[src/rtl/wav_dfi_phy_hs_responder.sv]
// wav_dfi_phy_hs_responder
// PHY-side endpoint of the DFI control handshakes driven by the memory controller.
// It acknowledges lp_ctrl/lp_data low-power requests and ctrlupd requests, and it
// raises phyupd requests when the PHY update engine triggers one.
//
// Ports
//   clock, reset              DFI clock, synchronous active-high reset
//   init_start                DFI init in progress; no new handshake is accepted
//   lp_accept_en              CSR enable for acknowledging low-power requests
//   lp_ctrl_req/_wakeup/_ack  control low-power handshake
//   lp_data_req/_wakeup/_ack  data low-power handshake
//   lp_*_wakeup_q             wakeup value captured when the matching ack rises
//   ctrlupd_req/_ack          MC-initiated update handshake
//   upd_start, upd_type       PHY update engine trigger and update type
//   phyupd_req/_type/_ack     PHY-initiated update handshake
//   phyupd_timeout            1-cycle pulse when the MC never acks a phyupd
//   busy                      main handshake FSM is not idle
// All outputs are registered.
module wav_dfi_phy_hs_responder #(
  parameter int LP_ACK_LAT   = 2,
  parameter int CTRLUPD_LAT  = 2,
  parameter int TPHYUPD_RESP = 32,
  parameter int PHYUPD_HOLD  = 16,
  parameter int CW           = 8
) (
  input  logic       clock,
  input  logic       reset,
  input  logic       init_start,
  input  logic       lp_accept_en,
  input  logic       lp_ctrl_req,
  input  logic [5:0] lp_ctrl_wakeup,
  output logic       lp_ctrl_ack,
  input  logic       lp_data_req,
  input  logic [5:0] lp_data_wakeup,
  output logic       lp_data_ack,
  output logic [5:0] lp_ctrl_wakeup_q,
  output logic [5:0] lp_data_wakeup_q,
  input  logic       ctrlupd_req,
  output logic       ctrlupd_ack,
  input  logic       upd_start,
  input  logic [1:0] upd_type,
  output logic       phyupd_req,
  output logic [1:0] phyupd_type,
  input  logic       phyupd_ack,
  output logic       phyupd_timeout,
  output logic       busy
);

  typedef enum logic [1:0] {LP_IDLE, LP_CNT, LP_ACK} lp_state_e;
  typedef enum logic [2:0] {
    ST_IDLE, ST_CU_CNT, ST_CU_ACK, ST_PU_REQ, ST_PU_HOLD, ST_PU_REL
  } st_e;

  // Counters compare against "last count" values so the compare never needs CW+1 bits.
  localparam logic [CW-1:0] LP_LAST   = CW'(LP_ACK_LAT - 1);
  localparam logic [CW-1:0] CU_LAST   = CW'(CTRLUPD_LAT - 1);
  localparam logic [CW-1:0] RESP_LAST = CW'(TPHYUPD_RESP - 1);
  localparam logic [CW-1:0] HOLD_LAST = CW'(PHYUPD_HOLD - 1);

  function automatic logic [CW-1:0] sat_inc(input logic [CW-1:0] v);
    return (&v) ? v : v + 1'b1;
  endfunction

  // Index 0 = lp_ctrl, index 1 = lp_data; both channels run the same independent FSM.
  logic [1:0] lp_req;
  logic [5:0] lp_wk [2];
  assign lp_req   = {lp_data_req, lp_ctrl_req};
  assign lp_wk[0] = lp_ctrl_wakeup;
  assign lp_wk[1] = lp_data_wakeup;

  lp_state_e     lp_state_q [2];
  lp_state_e     lp_state_d [2];
  logic [CW-1:0] lp_cnt_q [2];
  logic [CW-1:0] lp_cnt_d [2];
  logic [5:0]    lp_wk_q [2];
  logic [5:0]    lp_wk_d [2];
  logic [1:0]    lp_ack_q, lp_ack_d;

  st_e           st_q, st_d;
  logic [CW-1:0] cnt_q, cnt_d;
  logic          cu_ack_q, cu_ack_d;
  logic          pu_req_q, pu_req_d;
  logic [1:0]    pu_type_q, pu_type_d;
  logic          timeout_q, timeout_d;
  logic          busy_q, busy_d;

  always_comb begin
    for (int i = 0; i < 2; i++) begin
      lp_state_d[i] = lp_state_q[i];
      lp_cnt_d[i]   = lp_cnt_q[i];
      lp_wk_d[i]    = lp_wk_q[i];
      lp_ack_d[i]   = lp_ack_q[i];
      case (lp_state_q[i])
        LP_IDLE: begin
          if (lp_req[i] && lp_accept_en && !init_start) begin
            // The accepting cycle already counts as the first stable req cycle.
            if (LP_ACK_LAT <= 1) begin
              lp_state_d[i] = LP_ACK;
              lp_ack_d[i]   = 1'b1;
              lp_wk_d[i]    = lp_wk[i];
            end else begin
              lp_state_d[i] = LP_CNT;
              lp_cnt_d[i]   = CW'(1);
            end
          end
        end
        LP_CNT: begin
          if (!lp_req[i]) begin
            lp_state_d[i] = LP_IDLE;
            lp_cnt_d[i]   = '0;
          end else if (lp_cnt_q[i] >= LP_LAST) begin
            lp_state_d[i] = LP_ACK;
            lp_cnt_d[i]   = '0;
            lp_ack_d[i]   = 1'b1;
            lp_wk_d[i]    = lp_wk[i];
          end else begin
            lp_cnt_d[i] = sat_inc(lp_cnt_q[i]);
          end
        end
        LP_ACK: begin
          // lp_accept_en is deliberately ignored here: an ack already given is held.
          if (!lp_req[i]) begin
            lp_state_d[i] = LP_IDLE;
            lp_ack_d[i]   = 1'b0;
          end
        end
        default: begin
          lp_state_d[i] = LP_IDLE;
          lp_cnt_d[i]   = '0;
          lp_ack_d[i]   = 1'b0;
        end
      endcase
    end
  end

  always_comb begin
    st_d      = st_q;
    cnt_d     = cnt_q;
    cu_ack_d  = cu_ack_q;
    pu_req_d  = pu_req_q;
    pu_type_d = pu_type_q;
    timeout_d = 1'b0;
    case (st_q)
      ST_IDLE: begin
        // ctrlupd has priority; a simultaneous upd_start is dropped, not queued.
        if (!init_start) begin
          if (ctrlupd_req) begin
            if (CTRLUPD_LAT <= 1) begin
              st_d     = ST_CU_ACK;
              cu_ack_d = 1'b1;
            end else begin
              st_d  = ST_CU_CNT;
              cnt_d = CW'(1);
            end
          end else if (upd_start) begin
            st_d      = ST_PU_REQ;
            cnt_d     = '0;
            pu_req_d  = 1'b1;
            pu_type_d = upd_type;
          end
        end
      end
      ST_CU_CNT: begin
        if (!ctrlupd_req) begin
          st_d  = ST_IDLE;
          cnt_d = '0;
        end else if (cnt_q >= CU_LAST) begin
          st_d     = ST_CU_ACK;
          cnt_d    = '0;
          cu_ack_d = 1'b1;
        end else begin
          cnt_d = sat_inc(cnt_q);
        end
      end
      ST_CU_ACK: begin
        if (!ctrlupd_req) begin
          st_d     = ST_IDLE;
          cu_ack_d = 1'b0;
        end
      end
      ST_PU_REQ: begin
        // An ack on the final waiting cycle still wins over the timeout.
        if (phyupd_ack) begin
          st_d  = ST_PU_HOLD;
          cnt_d = '0;
        end else if (cnt_q >= RESP_LAST) begin
          st_d      = ST_IDLE;
          cnt_d     = '0;
          pu_req_d  = 1'b0;
          pu_type_d = '0;
          timeout_d = 1'b1;
        end else begin
          cnt_d = sat_inc(cnt_q);
        end
      end
      ST_PU_HOLD: begin
        if (cnt_q >= HOLD_LAST) begin
          st_d      = ST_PU_REL;
          cnt_d     = '0;
          pu_req_d  = 1'b0;
          pu_type_d = '0;
        end else begin
          cnt_d = sat_inc(cnt_q);
        end
      end
      ST_PU_REL: begin
        if (!phyupd_ack) st_d = ST_IDLE;
      end
      default: begin
        st_d      = ST_IDLE;
        cnt_d     = '0;
        cu_ack_d  = 1'b0;
        pu_req_d  = 1'b0;
        pu_type_d = '0;
      end
    endcase
    busy_d = (st_d != ST_IDLE);
  end

  always_ff @(posedge clock) begin
    if (reset) begin
      for (int i = 0; i < 2; i++) begin
        lp_state_q[i] <= LP_IDLE;
        lp_cnt_q[i]   <= '0;
        lp_wk_q[i]    <= '0;
      end
      lp_ack_q  <= '0;
      st_q      <= ST_IDLE;
      cnt_q     <= '0;
      cu_ack_q  <= 1'b0;
      pu_req_q  <= 1'b0;
      pu_type_q <= '0;
      timeout_q <= 1'b0;
      busy_q    <= 1'b0;
    end else begin
      for (int i = 0; i < 2; i++) begin
        lp_state_q[i] <= lp_state_d[i];
        lp_cnt_q[i]   <= lp_cnt_d[i];
        lp_wk_q[i]    <= lp_wk_d[i];
      end
      lp_ack_q  <= lp_ack_d;
      st_q      <= st_d;
      cnt_q     <= cnt_d;
      cu_ack_q  <= cu_ack_d;
      pu_req_q  <= pu_req_d;
      pu_type_q <= pu_type_d;
      timeout_q <= timeout_d;
      busy_q    <= busy_d;
    end
  end

  assign lp_ctrl_ack      = lp_ack_q[0];
  assign lp_data_ack      = lp_ack_q[1];
  assign lp_ctrl_wakeup_q = lp_wk_q[0];
  assign lp_data_wakeup_q = lp_wk_q[1];
  assign ctrlupd_ack      = cu_ack_q;
  assign phyupd_req       = pu_req_q;
  assign phyupd_type      = pu_type_q;
  assign phyupd_timeout   = timeout_q;
  assign busy             = busy_q;

endmodule

[config.mk]
export PLATFORM = sky130hd
export DESIGN_NAME = wav_dfi_phy_hs_responder
export DESIGN_NICKNAME = d
export VERILOG_FILES = /design/src/rtl/wav_dfi_phy_hs_responder.sv
export SDC_FILE = /design/constraint.sdc
export NUM_CORES = 1
export LEC_CHECK = 0
export ABC_AREA = 0
export BUFFER_PORTS_ARGS = -buffer_cell sky130_fd_sc_hd__buf_2
export CORE_MARGIN = 2
export CORE_UTILIZATION = 45
export CTS_BUF_LIST = sky130_fd_sc_hd__clkbuf_8
export DETAILED_ROUTE_END_ITERATION = 6
export PLACE_DENSITY = 0.76
export SYNTH_ARGS = -nofsm -noshare
export SYNTH_HDL_FRONTEND = slang
export SYNTH_SLANG_ARGS = --single-unit
[constraint.sdc]
create_clock -name clock -period 2.05 [get_ports clock]
set_input_delay 0.41 -clock clock [delete_from_list [all_inputs] [get_ports clock]]
set_output_delay 0.41 -clock clock [all_outputs]
set_load 0.005 [all_outputs]
==> metrics.csv <==
stage;metric;value;unit
power_and_ir_drop;cellPowerDensity;657;nW/um^2
global_routing;antenna_found_initial;0;
yosys;synth_commonest_cells;dfxtp_1 (51), nor2_1 (51), a21oi_1 (22);
worst_setup_path;r2r_setup_slack;-20;ps
worst_setup_path;critPathKind;reg -> reg;
worst_setup_path;crit_chain;inv_2 > ha_4 > or4b_4 > o31ai_4 > a22oi_2 > or4_1 > o21ai_1;
global_routing;grt_pass1_vias;2072;
timing;rsz0062_at_grt;yes;
yosys;synthTopCellsByArea;dfxtp_1 (43%), nor2_1 (8.0%), mux2i_1 (5.4%), ha_1 (4.7%), a21oi_1 (4.6%);
yosys;synth_fp_nets;305;
worst_setup_path;worst_path_max_delay_cell;or4b_4;
power_and_ir_drop;irDropWorstVdd;0.000333;V
worst_setup_path;critPathTopFamily;simple AND/OR/NAND/NOR gates;
yosys;synth_top_area_frac;0.427;
die;die_height;76.9;um
yosys;synth_edf_count;0;
detailed_routing;ant_nets;0;
timing;relSlewSlack;0.517;
worst_setup_path;r2r_start;cnt_q[1];
hold_path;hold_start;lp_data_wakeup[0];
layout;antennaDiodeCount;0;
detailed_routing;avgRoutedWirePerCell;13.7;um
detailed_routing;routed_wirelength;5370;um
timing;fmax;0.484;GHz
worst_setup_path;slowest_delay;560;ps
placement;hpwlAfterDp;3920;um
yosys;yosys.area.top_type;dfxtp_1;
detailed_routing;drc;0;
run_status;outcome;complete, but fails checks;
clock_tree;tritoncts;yes;
worst_setup_path;rr_endpoint;cnt_q[0];
global_routing;grt_max_degree;27;
die;pin_count;43;
timing;setup_viol;1;
layout;layout-drive-gt1-share;0.232;
layout;area_growth;20.1;%
worst_setup_path;cp.required;2280;ps
yosys;async_reset_ff_frac;0;
global_routing;grt_overflow_total;0;
clock_tree;cts_sinks;51;
yosys;synth_cell_types;53;
yosys;netlist_area;2390;sq um
worst_setup_path;worstSetupStartpointType;flop;
clock_tree;clkTransAtPathRegs;100;ps
die;dieArea;5910;sq um
clock_tree;clk_path_buf_depth;2;
timing;worst_pin_slew;724;ps
hold_path;min-delay-path-class;in -> reg;
worst_setup_path;cp.buffers_inverters;1;
die;start_util;0.468;
run;cap_violations;0;
detailed_routing;route.vias.total;2137;
yosys;ys_seq_area_frac;0.427;
yosys;ys_warn_count;0;
hold_path;min_path_cells;3;
timing;layout_min_cycle_time;2070;ps
yosys;syn_avg_cell_area;8.75;sq um
worst_setup_path;critPathArrivalTime;2300;ps
timing;hold_viol;0;
timing;hold_ws;337;ps
timing;fin_worst_skew;6.41;ps
clock_tree;cts_buffers;5;
detailed_routing;drtPass1Iterations;4;
timing;period_share;1.01;
global_routing;grt_use_total;0.192;
placement;place_area;2710;sq um
clock_tree;clk_latency;310;ps
die;die_w;76.9;um
layout;nNetsFinal;354;
die;core;5110;sq um
hold_path;hold_end;lp_wk_q[0][6];
worst_setup_path;worstRegToRegCells;7;
worst_setup_path;end_kind;flop;
global_routing;grt_pass1_wl;9340;um
placement;place.gp.congestion;0.925;
run_status;violations;negative setup slack;
worst_setup_path;path_max_fanout;2;
timing;setup_ws;-18.1;ps
timing;slew_viol_final;0;
clock_tree;htree_levels;2;
yosys;syn_inst;273;
die;rows;26;
yosys;ys_ff_latch;51;
detailed_routing;routed_via_density;5.44;
placement;io_buffers;42;
yosys;synthFlopType;dfxtp_1;
layout;postLayoutCellArea;2870;sq um
power_and_ir_drop;p_leak;0.00113;uW
detailed_routing;drt-initial-drc-count;120;
clock_tree;cts_root_buf;clkbuf_8;
[metrics by stage]
stage / instances / utilization / setup WS, ps / power [uW] / setup TNS [ps]
after floorplan: 273 / - / 65.3 / 1200 / 0
after global placement: 383 / 0.530 / 49.5 / 1270 / 0
after detailed placement: 383 / 0.530 / -31.1 / 1280 / -31.1
after CTS: 391 / 0.551 / -40.6 / 1890 / -40.6
after global routing: 393 / 0.561 / -79.4 / 1970 / -128
final: 393 / 0.561 / -18.1 / 1880 / -18.1
[worst max path at each step]
| stage | slack, ps | from | depth (start not counted) | to |
|---|---|---|---|---|
| detailed placement | -30 | cnt_q[0] | 6 | cnt_q[0] |
| global placement | 50 | cnt_q[0] | 6 | cnt_q[0] |
| floorplan | 70 | cnt_q[1] | 7 | cnt_q[0] |
| global route | -80 | cnt_q[1] | 7 | cnt_q[0] |
| finish | -20 | cnt_q[1] | 7 | cnt_q[0] |
| CTS | -40 | cnt_q[0] | 6 | cnt_q[0] |
[layout by cell type (no fill, tap or decap), drive strengths merged, types with 4 or more instances in the layout]
master	n
buf	52
nor2	51
dfxtp	51
a21oi	22
mux2i	13
nand2	12
inv	11
ha	9
o21ai	9
nor3b	7
clkbuf	6
nor3	6
nand3	4
a31oi	4
nor2b	4
a41oi	4
or4	4
a21o	4
and2	4
a22oi	4
[metal layers]
metal	global-route usage	wire [um]	share of wire	up-vias
met3	0.0435	180	0.034	7
li1	-	-	-	1076
met2	0.327	2600	0.48	38
met5	0	0	0	-
met1	0.237	2510	0.47	1016
met4	0.0727	73	0.014	0
[cell type report]
type / count / area (sq um)
clock inverters: 2 / 16.3
inverters: 11 / 41.3
flip-flops and latches: 51 / 1030
clock buffers: 6 / 82.6
fillers: 465 / 2240
multi-input cells: 201 / 1330
well taps: 70 / 87.6
repair buffers: 52 / 285
[flip-flops by register name, indices dropped and copies added, names as in the netlist]
register,flops
lp_state_q,4
phyupd_timeout,1
st_q,3
phyupd_type,2
lp_wk_q,12
lp_cnt_q,16
busy,1
cnt_q,8
phyupd_req,1
lp_ack_q,2
ctrlupd_ack,1
[report_power, final]
group	internal (uW)	leakage [uW]	switching, uW
Sequential	1010	0.000413	22.2
Clock	276	0.0000474	341
Combinational	103	0.000669	131
[what timing repair did]
action                     CTS  global route
setup buffers                0             2
setup endpoints to repair    1             2
gates resized for setup      3             8
pin swaps                    0             4
hold buffers                 0             0
[worst min-delay path, cell delays in order]
cell and delay (ps):
buf_2 80, mux2i_1 50, nor2_1 70
[cell families after synthesis]
family / after synthesis / share of synthesized area
AND/OR/NAND/NOR: 116 / 0.259
AO/OA/AOI/OAI: 62 / 0.174
flip-flops: 51 / 0.427
buffers and inverters: 21 / 0.0330
multiplexers: 14 / 0.0592
adder cells (fa/ha/maj): 9 / 0.0471
Note: power is estimated with default switching activity, not from simulation.
